[src/rtl/sdram_rd_pkg.sv]
// Shared definitions for the SDRAM read-side burst scheduler.
//   state_t  : scheduler FSM states
//   LEN_W    : width of the burst-length field (lengths 1..256)
//   min_len  : clamps the nominal burst length to the words left in a frame
package sdram_rd_pkg;

  localparam int unsigned LEN_W = 9;

  typedef enum logic [1:0] {
    ST_IDLE,
    ST_CHECK,
    ST_REQ,
    ST_XFER
  } state_t;

  function automatic logic [LEN_W-1:0] min_len(input int unsigned burst,
                                                input int unsigned remain);
    int unsigned m;
    m = (remain < burst) ? remain : burst;
    return LEN_W'(m);
  endfunction

endpackage

[src/rtl/sdram_rd_burst_ctrl_if.sv]
// Read channel between the burst scheduler and the SDRAM controller.
//   rd_req        : burst request (scheduler -> controller)
//   rd_addr       : burst start word address
//   rd_len        : burst length in words, 1..256
//   rd_ack        : controller accepted the request
//   rd_data_valid : a returned word is on the data bus this cycle
//   rd_done       : last word of the burst returned
// master = scheduler side, slave = controller side.
interface sdram_rd_burst_ctrl_if #(
  parameter int unsigned ADDR_W = 22
);
  import sdram_rd_pkg::*;

  logic              rd_req;
  logic [ADDR_W-1:0] rd_addr;
  logic [LEN_W-1:0]  rd_len;
  logic              rd_ack;
  logic              rd_data_valid;
  logic              rd_done;

  modport master (
    output rd_req, rd_addr, rd_len,
    input  rd_ack, rd_data_valid, rd_done
  );

  modport slave (
    input  rd_req, rd_addr, rd_len,
    output rd_ack, rd_data_valid, rd_done
  );

endinterface

[src/rtl/sdram_addr_walker.sv]
// Frame address walker: tracks the start address of the next burst and the
// number of words left in the frame, and derives the burst length.
//   clk, rst   : clock, asynchronous active-high reset
//   advance    : a burst of rd_len words completed; step forward
//   restart    : return to the start of the frame (has priority)
//   rd_addr    : next burst start address
//   rd_len     : min(BURST_LEN, words remaining)
//   frame_done : one-cycle pulse when the final burst of a frame completes
module sdram_addr_walker
  import sdram_rd_pkg::*;
#(
  parameter int unsigned ADDR_W      = 22,
  parameter int unsigned BASE_ADDR   = 0,
  parameter int unsigned FRAME_WORDS = 307200,
  parameter int unsigned BURST_LEN   = 256
) (
  input  logic              clk,
  input  logic              rst,
  input  logic              advance,
  input  logic              restart,
  output logic [ADDR_W-1:0] rd_addr,
  output logic [LEN_W-1:0]  rd_len,
  output logic              frame_done
);

  localparam int unsigned       REM_W = $clog2(FRAME_WORDS + 1);
  localparam logic [ADDR_W-1:0] BASE  = ADDR_W'(BASE_ADDR);
  localparam logic [REM_W-1:0]  FRAME = REM_W'(FRAME_WORDS);

  logic [REM_W-1:0] remain;
  logic             last;

  always_comb begin
    rd_len = min_len(BURST_LEN, 32'(remain));
    last   = (32'(remain) == 32'(rd_len));
  end

  // The wrap is folded into the advance itself so that rd_addr never
  // presents a past-the-end address, even for a single cycle.
  always_ff @(posedge clk or posedge rst) begin
    if (rst) begin
      rd_addr    <= BASE;
      remain     <= FRAME;
      frame_done <= 1'b0;
    end else begin
      frame_done <= 1'b0;
      if (restart) begin
        rd_addr <= BASE;
        remain  <= FRAME;
      end else if (advance) begin
        if (last) begin
          rd_addr    <= BASE;
          remain     <= FRAME;
          frame_done <= 1'b1;
        end else begin
          rd_addr <= rd_addr + ADDR_W'(rd_len);
          remain  <= remain - REM_W'(rd_len);
        end
      end
    end
  end

endmodule

[src/rtl/sdram_rd_burst_ctrl.sv]
// Read-side burst scheduler for the SDRAM frame path. Keeps the SDRAM read
// FIFO topped up by issuing fixed-length read bursts over a linear frame
// region (with wrap-around) and forwards returned words to the FIFO.
//   clk, rst         : FIFO write clock, asynchronous active-high reset
//   enable           : permits new bursts
//   frame_sync       : one-cycle pulse, restart at the frame base
//   fifo_wrusedw     : FIFO write-side fill count
//   fifo_full        : FIFO full flag
//   fifo_wr_rst_done : FIFO write side is out of reset
//   rd               : SDRAM controller read channel (master side)
//   fifo_we          : FIFO write enable (data wired straight from SDRAM)
//   busy             : scheduler not idle
//   frame_done       : pulse after the last burst of a frame
//   ovf_err          : sticky, a write was issued while the FIFO was full
module sdram_rd_burst_ctrl
  import sdram_rd_pkg::*;
#(
  parameter int unsigned ADDR_W      = 22,
  parameter int unsigned BASE_ADDR   = 0,
  parameter int unsigned FRAME_WORDS = 307200,
  parameter int unsigned BURST_LEN   = 256,
  parameter int unsigned FIFO_DEPTH  = 512,
  parameter int unsigned USEDW_W     = 10
) (
  input  logic               clk,
  input  logic               rst,
  input  logic               enable,
  input  logic               frame_sync,
  input  logic [USEDW_W-1:0] fifo_wrusedw,
  input  logic               fifo_full,
  input  logic               fifo_wr_rst_done,
  sdram_rd_burst_ctrl_if.master rd,
  output logic               fifo_we,
  output logic               busy,
  output logic               frame_done,
  output logic               ovf_err
);

  // Two words of headroom cover the FIFO's write-side count latency.
  localparam logic [USEDW_W:0] LIMIT = (USEDW_W+1)'(FIFO_DEPTH - 2);

  state_t           state, state_nxt;
  logic             drop;
  logic [LEN_W-1:0] word_cnt;
  logic [USEDW_W:0] level_sum;
  logic             fits;
  logic             kill;
  logic             xfer_end;
  logic             advance;
  logic             restart;

  always_comb begin
    level_sum = {1'b0, fifo_wrusedw} + (USEDW_W+1)'(rd.rd_len);
    fits      = (level_sum <= LIMIT);
  end

  always_ff @(posedge clk or posedge rst) begin
    if (rst) state <= ST_IDLE;
    else     state <= state_nxt;
  end

  always_comb begin
    state_nxt = state;
    case (state)
      ST_IDLE:  if (enable && fifo_wr_rst_done) state_nxt = ST_CHECK;
      ST_CHECK: begin
        if (!enable || !fifo_wr_rst_done) state_nxt = ST_IDLE;
        else if (fits)                    state_nxt = ST_REQ;
      end
      ST_REQ:   if (rd.rd_ack)  state_nxt = ST_XFER;
      ST_XFER:  if (rd.rd_done) state_nxt = ST_CHECK;
      default:  state_nxt = ST_IDLE;
    endcase
  end

  // A burst is discarded when the frame restarts or the FIFO write side
  // drops out of reset once the controller owns it. A frame_sync that
  // coincides with the ack is treated as arriving mid-burst: the controller
  // has already latched the old address, so the burst is discarded too.
  always_comb begin
    kill = ((state == ST_XFER) && (frame_sync || !fifo_wr_rst_done)) ||
           ((state == ST_REQ) && (!fifo_wr_rst_done || (frame_sync && rd.rd_ack)));
    xfer_end = (state == ST_XFER) && rd.rd_done;
    restart  = (frame_sync && (state != ST_XFER)) || (xfer_end && (drop || kill));
    advance  = xfer_end && !drop && !kill;
  end

  always_comb begin
    rd.rd_req = (state == ST_REQ);
    busy      = (state != ST_IDLE);
    // word_cnt also stops writes if the controller returns surplus words.
    fifo_we   = (state == ST_XFER) && rd.rd_data_valid && !drop &&
                (word_cnt < rd.rd_len);
  end

  always_ff @(posedge clk or posedge rst) begin
    if (rst) begin
      drop <= 1'b0;
    end else if (xfer_end) begin
      drop <= 1'b0;
    end else if (kill) begin
      drop <= 1'b1;
    end
  end

  always_ff @(posedge clk or posedge rst) begin
    if (rst) begin
      word_cnt <= '0;
    end else if (state == ST_REQ) begin
      word_cnt <= '0;
    end else if ((state == ST_XFER) && rd.rd_data_valid && (word_cnt != '1)) begin
      word_cnt <= word_cnt + 1'b1;
    end
  end

  always_ff @(posedge clk or posedge rst) begin
    if (rst) begin
      ovf_err <= 1'b0;
    end else if (fifo_we && fifo_full) begin
      ovf_err <= 1'b1;
    end
  end

  sdram_addr_walker #(
    .ADDR_W      (ADDR_W),
    .BASE_ADDR   (BASE_ADDR),
    .FRAME_WORDS (FRAME_WORDS),
    .BURST_LEN   (BURST_LEN)
  ) u_walker (
    .clk        (clk),
    .rst        (rst),
    .advance    (advance),
    .restart    (restart),
    .rd_addr    (rd.rd_addr),
    .rd_len     (rd.rd_len),
    .frame_done (frame_done)
  );

endmodule

[src/flat_wrapper.sv]
// flat-port wrapper written by rule: the top's interface ports become plain ports
module sdram_rd_burst_ctrl_flat import sdram_rd_pkg::*;
#(
  parameter int unsigned ADDR_W      = 22,
  parameter int unsigned BASE_ADDR   = 0,
  parameter int unsigned FRAME_WORDS = 307200,
  parameter int unsigned BURST_LEN   = 256,
  parameter int unsigned FIFO_DEPTH  = 512,
  parameter int unsigned USEDW_W     = 10
)
  (clk, rst, enable, frame_sync, fifo_wrusedw, fifo_full, fifo_wr_rst_done, fifo_we, busy, frame_done, ovf_err, rd_rd_req, rd_rd_addr, rd_rd_len, rd_rd_ack, rd_rd_data_valid, rd_rd_done);
  sdram_rd_burst_ctrl_if #(.ADDR_W(ADDR_W)) rd_i ();
  input  logic clk;
  input  logic rst;
  input  logic enable;
  input  logic frame_sync;
  input  logic [USEDW_W-1:0] fifo_wrusedw;
  input  logic fifo_full;
  input  logic fifo_wr_rst_done;
  output logic fifo_we;
  output logic busy;
  output logic frame_done;
  output logic ovf_err;
  output wire logic [$bits(rd_i.rd_req)-1:0] rd_rd_req;
  output wire logic [$bits(rd_i.rd_addr)-1:0] rd_rd_addr;
  output wire logic [$bits(rd_i.rd_len)-1:0] rd_rd_len;
  input wire logic [$bits(rd_i.rd_ack)-1:0] rd_rd_ack;
  input wire logic [$bits(rd_i.rd_data_valid)-1:0] rd_rd_data_valid;
  input wire logic [$bits(rd_i.rd_done)-1:0] rd_rd_done;
  assign rd_rd_req = rd_i.rd_req;
  assign rd_rd_addr = rd_i.rd_addr;
  assign rd_rd_len = rd_i.rd_len;
  assign rd_i.rd_ack = rd_rd_ack;
  assign rd_i.rd_data_valid = rd_rd_data_valid;
  assign rd_i.rd_done = rd_rd_done;
  sdram_rd_burst_ctrl #(.ADDR_W(ADDR_W), .BASE_ADDR(BASE_ADDR), .FRAME_WORDS(FRAME_WORDS), .BURST_LEN(BURST_LEN), .FIFO_DEPTH(FIFO_DEPTH), .USEDW_W(USEDW_W)) u_core (.clk(clk), .rst(rst), .enable(enable), .frame_sync(frame_sync), .fifo_wrusedw(fifo_wrusedw), .fifo_full(fifo_full), .fifo_wr_rst_done(fifo_wr_rst_done), .rd(rd_i), .fifo_we(fifo_we), .busy(busy), .frame_done(frame_done), .ovf_err(ovf_err));
endmodule
[config.mk]
export PLATFORM = sky130hd
export DESIGN_NAME = sdram_rd_burst_ctrl_flat
export DESIGN_NICKNAME = d
export VERILOG_FILES = /design/src/rtl/sdram_rd_pkg.sv /design/src/rtl/sdram_rd_burst_ctrl_if.sv /design/src/rtl/sdram_addr_walker.sv /design/src/rtl/sdram_rd_burst_ctrl.sv /design/src/flat_wrapper.sv
export SDC_FILE = /design/constraint.sdc
export NUM_CORES = 1
export LEC_CHECK = 0
export CORE_AREA = 5 5 85 94
export DETAILED_ROUTE_END_ITERATION = 10
export DIE_AREA = 0 0 90 99
export PLACE_DENSITY = 0.81
export SETUP_SLACK_MARGIN = 0.1
export SLEW_MARGIN = 20
export SYNTH_ARGS = -nofsm -noshare
export SYNTH_HDL_FRONTEND = slang
export SYNTH_SLANG_ARGS = --single-unit
[constraint.sdc]
create_clock -name clk -period 4.55 [get_ports clk]
set_input_delay 0.91 -clock clk [delete_from_list [all_inputs] [get_ports clk]]
set_output_delay 0.91 -clock clk [all_outputs]
set_load 0.005 [all_outputs]
=== Word-level counts from Yosys, hierarchy flattened ===
Index checks and enable logic that the tools add are counted.

* Bits in registers: 55
* Word-level logic and storage cells: 74

* Magnitude comparators: 3
* Add/sub/neg operators: 4
* Equality and inequality tests: 10
* Reductions and logical operators: 30
* Muxes and demuxes: 20

{| class="wikitable"
|+ Operator list
! kind !! count
|-
| two-way mux 22 bit || 3
|-
| two-way mux 19 bit || 3
|-
| two-way mux 9 bit || 3
|-
| adder 22 x 9 -> 22 bit || 1
|-
| equality test 19 x 9 -> 1 bit || 1
|-
| less-than comparator 19 x 9 -> 1 bit (second input constant) || 1
|-
| subtractor 19 x 9 -> 19 bit || 1
|-
| logical AND 1 bit || 14
|-
| adder 10 x 9 -> 11 bit || 1
|-
| <= comparator 11 x 9 -> 1 bit (second input constant) || 1
|-
| two-way mux 2 bit || 5
|-
| adder 9 x 1 -> 9 bit (second input constant) || 1
|-
| less-than comparator 9 bit || 1
|-
| != test 9 bit (second input constant) || 1
|-
| case mux 2 bit (4 select lines) || 1
|-
| nonzero test 2 bit || 4
|-
| logical OR 1 bit || 6
|-
| two-way mux 1 bit || 5
|-
| equality test 2 bit (second input constant) || 2
|-
| logical NOT 1 bit || 4
|-
| != test 2 x 1 -> 1 bit (second input constant) || 2
|-
| != test 2 bit (second input constant) || 2
|-
| AND reduction 4 bit || 1
|-
| != test 3 x 1 -> 1 bit (second input constant) || 1
|-
| other kinds (2) || 2
|}

=== Depth between registers and ports, before layout ===
* Word-level depth: 8
* Gate-level depth with buffers: 17
* Gate-level depth less buffers: 15

=== Hierarchy ===
From an unflattened synthesis, not the netlist that was laid out.

* Cells, all modules: 463
* Area total of the unflattened synthesis: 4,037.6 µm²

{| class="wikitable"
|+ By module, submodules not included
! module !! sequential area each (µm²) !! cells each !! times used !! area an instance (µm²)
|-
| sdram_addr_walker || 1,056.0 || 300 || 1 || 2,683.8
|-
| sdram_rd_burst_ctrl || 325.3 || 163 || 1 || 1,353.8
|}

=== Worst setup path after synthesis ===
No wires, ideal clock.

* Kind: reg-to-reg
* Start point: register u_core.u_walker.remain[14]
* End point: register u_core.state[0]
* Slack: 1.032 ns
* Arrival time: 3.438 ns
* Setup time: 0.079 ns
* Stages on the path, launching flop included: 18
* Required time: 4.471 ns
* Cells stage by stage: dfrtp_1 nor4_1 nand2_1 or3_1 buf_2 inv_2 buf_2 and2_1 ha_1 inv_1 fa_1 nor2b_1 o31ai_1 a32oi_1 nor4_1 o31ai_1 a41o_1 mux2i_1

* Longest elaborated chain between the ends: 6

{| class="wikitable"
|+ RTL lines
! what !! RTL line !! text
|-
| start, declared || sdram_addr_walker.sv:30 || <nowiki>logic [REM_W-1:0] remain;</nowiki>
|-
| start signal, assigned || sdram_addr_walker.sv:57 || <nowiki>remain <= remain - REM_W'(rd_len);</nowiki>
|-
| less-than comparator 19 x 9 -> 1 bit || sdram_rd_pkg.sv:19 || <nowiki>m = (remain < burst) ? remain : burst;</nowiki>
|-
| two-way mux 9 bit || sdram_rd_pkg.sv:19 ||
|-
| via rd_rd_len[8] || flat_wrapper.sv:26 || <nowiki>output wire logic [$bits(rd_i.rd_len)-1:0] rd_rd_len;</nowiki>
|-
| adder 10 x 9 -> 11 bit || sdram_rd_burst_ctrl.sv:53 || <nowiki>level_sum = {1'b0, fifo_wrusedw} + (USEDW_W+1)'(rd.rd_len);</nowiki>
|-
| <= comparator 11 x 9 -> 1 bit || sdram_rd_burst_ctrl.sv:54 || <nowiki>fits = (level_sum <= LIMIT);</nowiki>
|-
| != test 3 x 1 -> 1 bit (no line) || -- ||
|-
| AND reduction 4 bit (no line) || -- ||
|-
| end signal, assigned || sdram_rd_burst_ctrl.sv:59 || <nowiki>else state <= state_nxt;</nowiki>
|-
| end, declared || sdram_rd_burst_ctrl.sv:42 || <nowiki>state_t state, state_nxt;</nowiki>
|}

The timed path passes the listed nets, and every way through them passes these cells.
A chain may end at the register's enable or synchronous reset.

=== Worst setup path after layout ===
* Start point: register u_core.u_walker.remain[11]
* End point: output fifo_we

* Longest elaborated chain between the ends: 4

{| class="wikitable"
|+ RTL lines
! what !! RTL line !! text
|-
| less-than comparator 19 x 9 -> 1 bit || sdram_rd_pkg.sv:19 ||
|-
| two-way mux 9 bit || sdram_rd_pkg.sv:19 ||
|-
| less-than comparator 9 bit || sdram_rd_burst_ctrl.sv:93 || <nowiki>(word_cnt < rd.rd_len);</nowiki>
|-
| logical AND 1 bit || sdram_rd_burst_ctrl.sv:92 || <nowiki>fifo_we = (state == ST_XFER) && rd.rd_data_valid && !drop &&</nowiki>
|-
| end, declared || flat_wrapper.sv:20 || <nowiki>output logic fifo_we;</nowiki>
|}

No other way between the ends.

==> results.cfg <==
[run_status]
outcome = complete, no violations

[finish]
final_cell_area_mm2 = 0.00446
area_delta_synth_final_pct = 21.0
drive_above_1_share_pct = 7.26
nNetsFinal = 522
nFillCells = 582
fin_cells = 553
final_cell_mix = clkdlybuf4s50_1 (54), dfrtp_1 (50), nor2_1 (47), nand2_1 (40), ha_1 (34)
antenna_cells = 0
layout_commonest_cell = clkdlybuf4s50_1

[placement]
dp.cells = 543
io_buffers = 54
place_area_mm2 = 0.00432
gp_congestion = 0.898
dp_hpwl_um = 6820

[routing]
routed-via-count = 3185
routed_via_density = 5.76
drt-initial-drc-count = 145
route.detailed.drc = 0
ant_nets = 0
wl_per_cell_um = 16.1
route.final.wire_length_um = 8890
dr.pass1.iters = 4

[setup_path]
critPathArrivalTime_ns = 3.34
reg2reg_slack_ns = 0.79
crit-reg2reg-launch = u_core.u_walker.remain[11]$_DFFE_PP0P_
crit_fanout = 13
endpoint_kind = primary output
start_kind = register
reg2regPathDepth = 15
crit_required_ns = 3.64
worst-setup-path-type = reg -> out
crit_start = u_core.u_walker.remain[11]$_DFFE_PP0P_
regToRegEndpoint = u_core.state[0]$_DFFE_PP0P_

[die]
ioPinCount = 55
num_rows = 32
core_mm2 = 0.00693
die_w_um = 90
initial_utilization_pct = 53.2
die_h_um = 99
dieArea_mm2 = 0.00891

[sta]
max_freq_mhz = 235
skew_ns = 0.0108
rsz0062_at_grt = false
hold_violations = 0
worst_pin_slew_ns = 0.876
setup_viol = 0
maxSlewViolCount = 0
period_needed_ns = 4.25
slew_headroom_pct = 41.6
fin_crit_sh_pct = 93.4
tns_ns = 0

[power_and_ir_drop]
p_leak_uw = 0.00209
ir_drop_mv = 0.202
power_density_mw_per_mm2 = 262

[global_routing]
grt_max_degree = 33
grt_usage_pct = 20.0
grt-ovfl-total = 0
grt_antenna_before_repair = 0
grt_pass1_vias = 3170
grt_pass1_wl_um = 15000

[hold_path]
hold_class = reg -> reg
worstHoldStart = u_core.ovf_err$_DFFE_PP0P_
whs_path_depth = 1
hold_end = u_core.ovf_err$_DFFE_PP0P_

[clock_network]
clk_latency_ns = 0.31
cts_max_level = 2
cts.sinks = 55
path_clk_slew_ns = 0.10
hold_buffers = 0
cts_root_buffer = clkbuf_8
numCtsBuffers = 5
cts_tree = done
cts_buffer_depth = 2

[yosys]
syn-num-nets = 466
synth_cells = 411
ys_types = 55
ys.flop_type = dfrtp_1
yosysSeqAreaShare_pct = 37.5
synth_edf_count = 0
ys_ff_latch = 55
yosysWarnings = 0
syn_area_mm2 = 0.00369
syn_avg_cell_area_um2 = 8.97
synthArstFlopShare_pct = 100

[job]
cap_violations = 0
[timing repair]
| action | in CTS | in global routing |
|---|---|---|
| resized for setup | 2 | 5 |
| setup endpoints to repair | 1 | 1 |
| gates cloned | 0 | 0 |
| pin swaps | 0 | 3 |
| setup buffers | 0 | 2 |
[sequential cells by signal, indices dropped and copies added (netlist names)]
name,count
u_core.word_cnt,9
u_core.u_walker.remain,19
u_core.u_walker.frame_done,1
u_core.u_walker.rd_addr,22
u_core.ovf_err,1
u_core.drop,1
u_core.state,2
[kinds of logic after synthesis]
logic type      after synthesis  synth area share, %
fa+ha+maj                    36                 12.6
xor+xnor                     36                 8.55
mux                           4                 1.09
other cells                   1                0.102
buf+inv                      33                 3.53
simple gates                160                 21.7
flops                        55                 37.5
compound gates               86                 14.9
[cell usage after synthesis (6+ instances only)]
cell     count  area, um^2
ha_1        34         425
dfrtp_1     51        1280
xnor2_1      6        52.6
or3_1        8        50.1
o21ai_0     27         135
nor2_1      47         176
a21oi_1     22         110
nor3_1       8        40.0
nand4_1     12        75.1
a21o_1       8        60.1
inv_1       22        82.6
xor2_1      30         263
nor4_1       6        37.5
nand3_1      9        45.0
nand2_1     41         154
[stage by stage]
stage	power [uW]	setup slack (ns)	util, %	hold slack, ns
global route	1240	0.102	64.4	0.517
detailed placement	878	0.346	62.3	0.453
finish	1170	0.302	64.4	0.473
global placement	868	0.479	62.3	0.445
CTS	1170	0.152	63.9	0.478
floorplan	776	1.03	-	0.451
[critical path, cell delays in order, from the launching register on]
cell	delay, ns
dfrtp_1	0.41
nor3_1	0.34
nand2_2	0.12
or3_4	0.45
inv_6	0.12
nand2_1	0.09
ha_1	0.32
a21o_1	0.17
a21oi_1	0.19
nand3_1	0.12
a21oi_2	0.19
clkdlybuf4s50_1	0.53
[where the power goes]
part / internal (uW) / switching [uW]
logic: 135 / 161
clock network: 139 / 154
registers: 532 / 46.2
total: 807 / 361
[area by class of cell]
cell class	instances	area [um^2]	area share, %
timing repair buffer	59	578	13.0
multi-input combinational	323	2200	49.4
inverter	23	91.3	2.05
sequential	55	1380	31.0
clock buffer	8	100	2.24
tap	85	106	2.38
[worst max-delay path by stage]
stage	end	slack (ns)	depth (start not counted)
2_1_floorplan	u_core.state[0]$_DFFE_PP0P_	1.03	17
3_3_place_gp	fifo_we	0.48	11
3_5_place_dp	fifo_we	0.35	11
4_1_cts	fifo_we	0.15	11
5_1_grt	fifo_we	0.10	11
6_report	fifo_we	0.30	11
[layer usage]
layer  global-route usage (%)  routed length (um)  part of all wire, %
met1                     25.5                3800                   43
met2                     35.5                4550                   51
met3                     3.21                 461                  5.2
met4                     4.93                  87                 0.98
met5                        0                   0                    0
(Power assumes the default switching activity.)
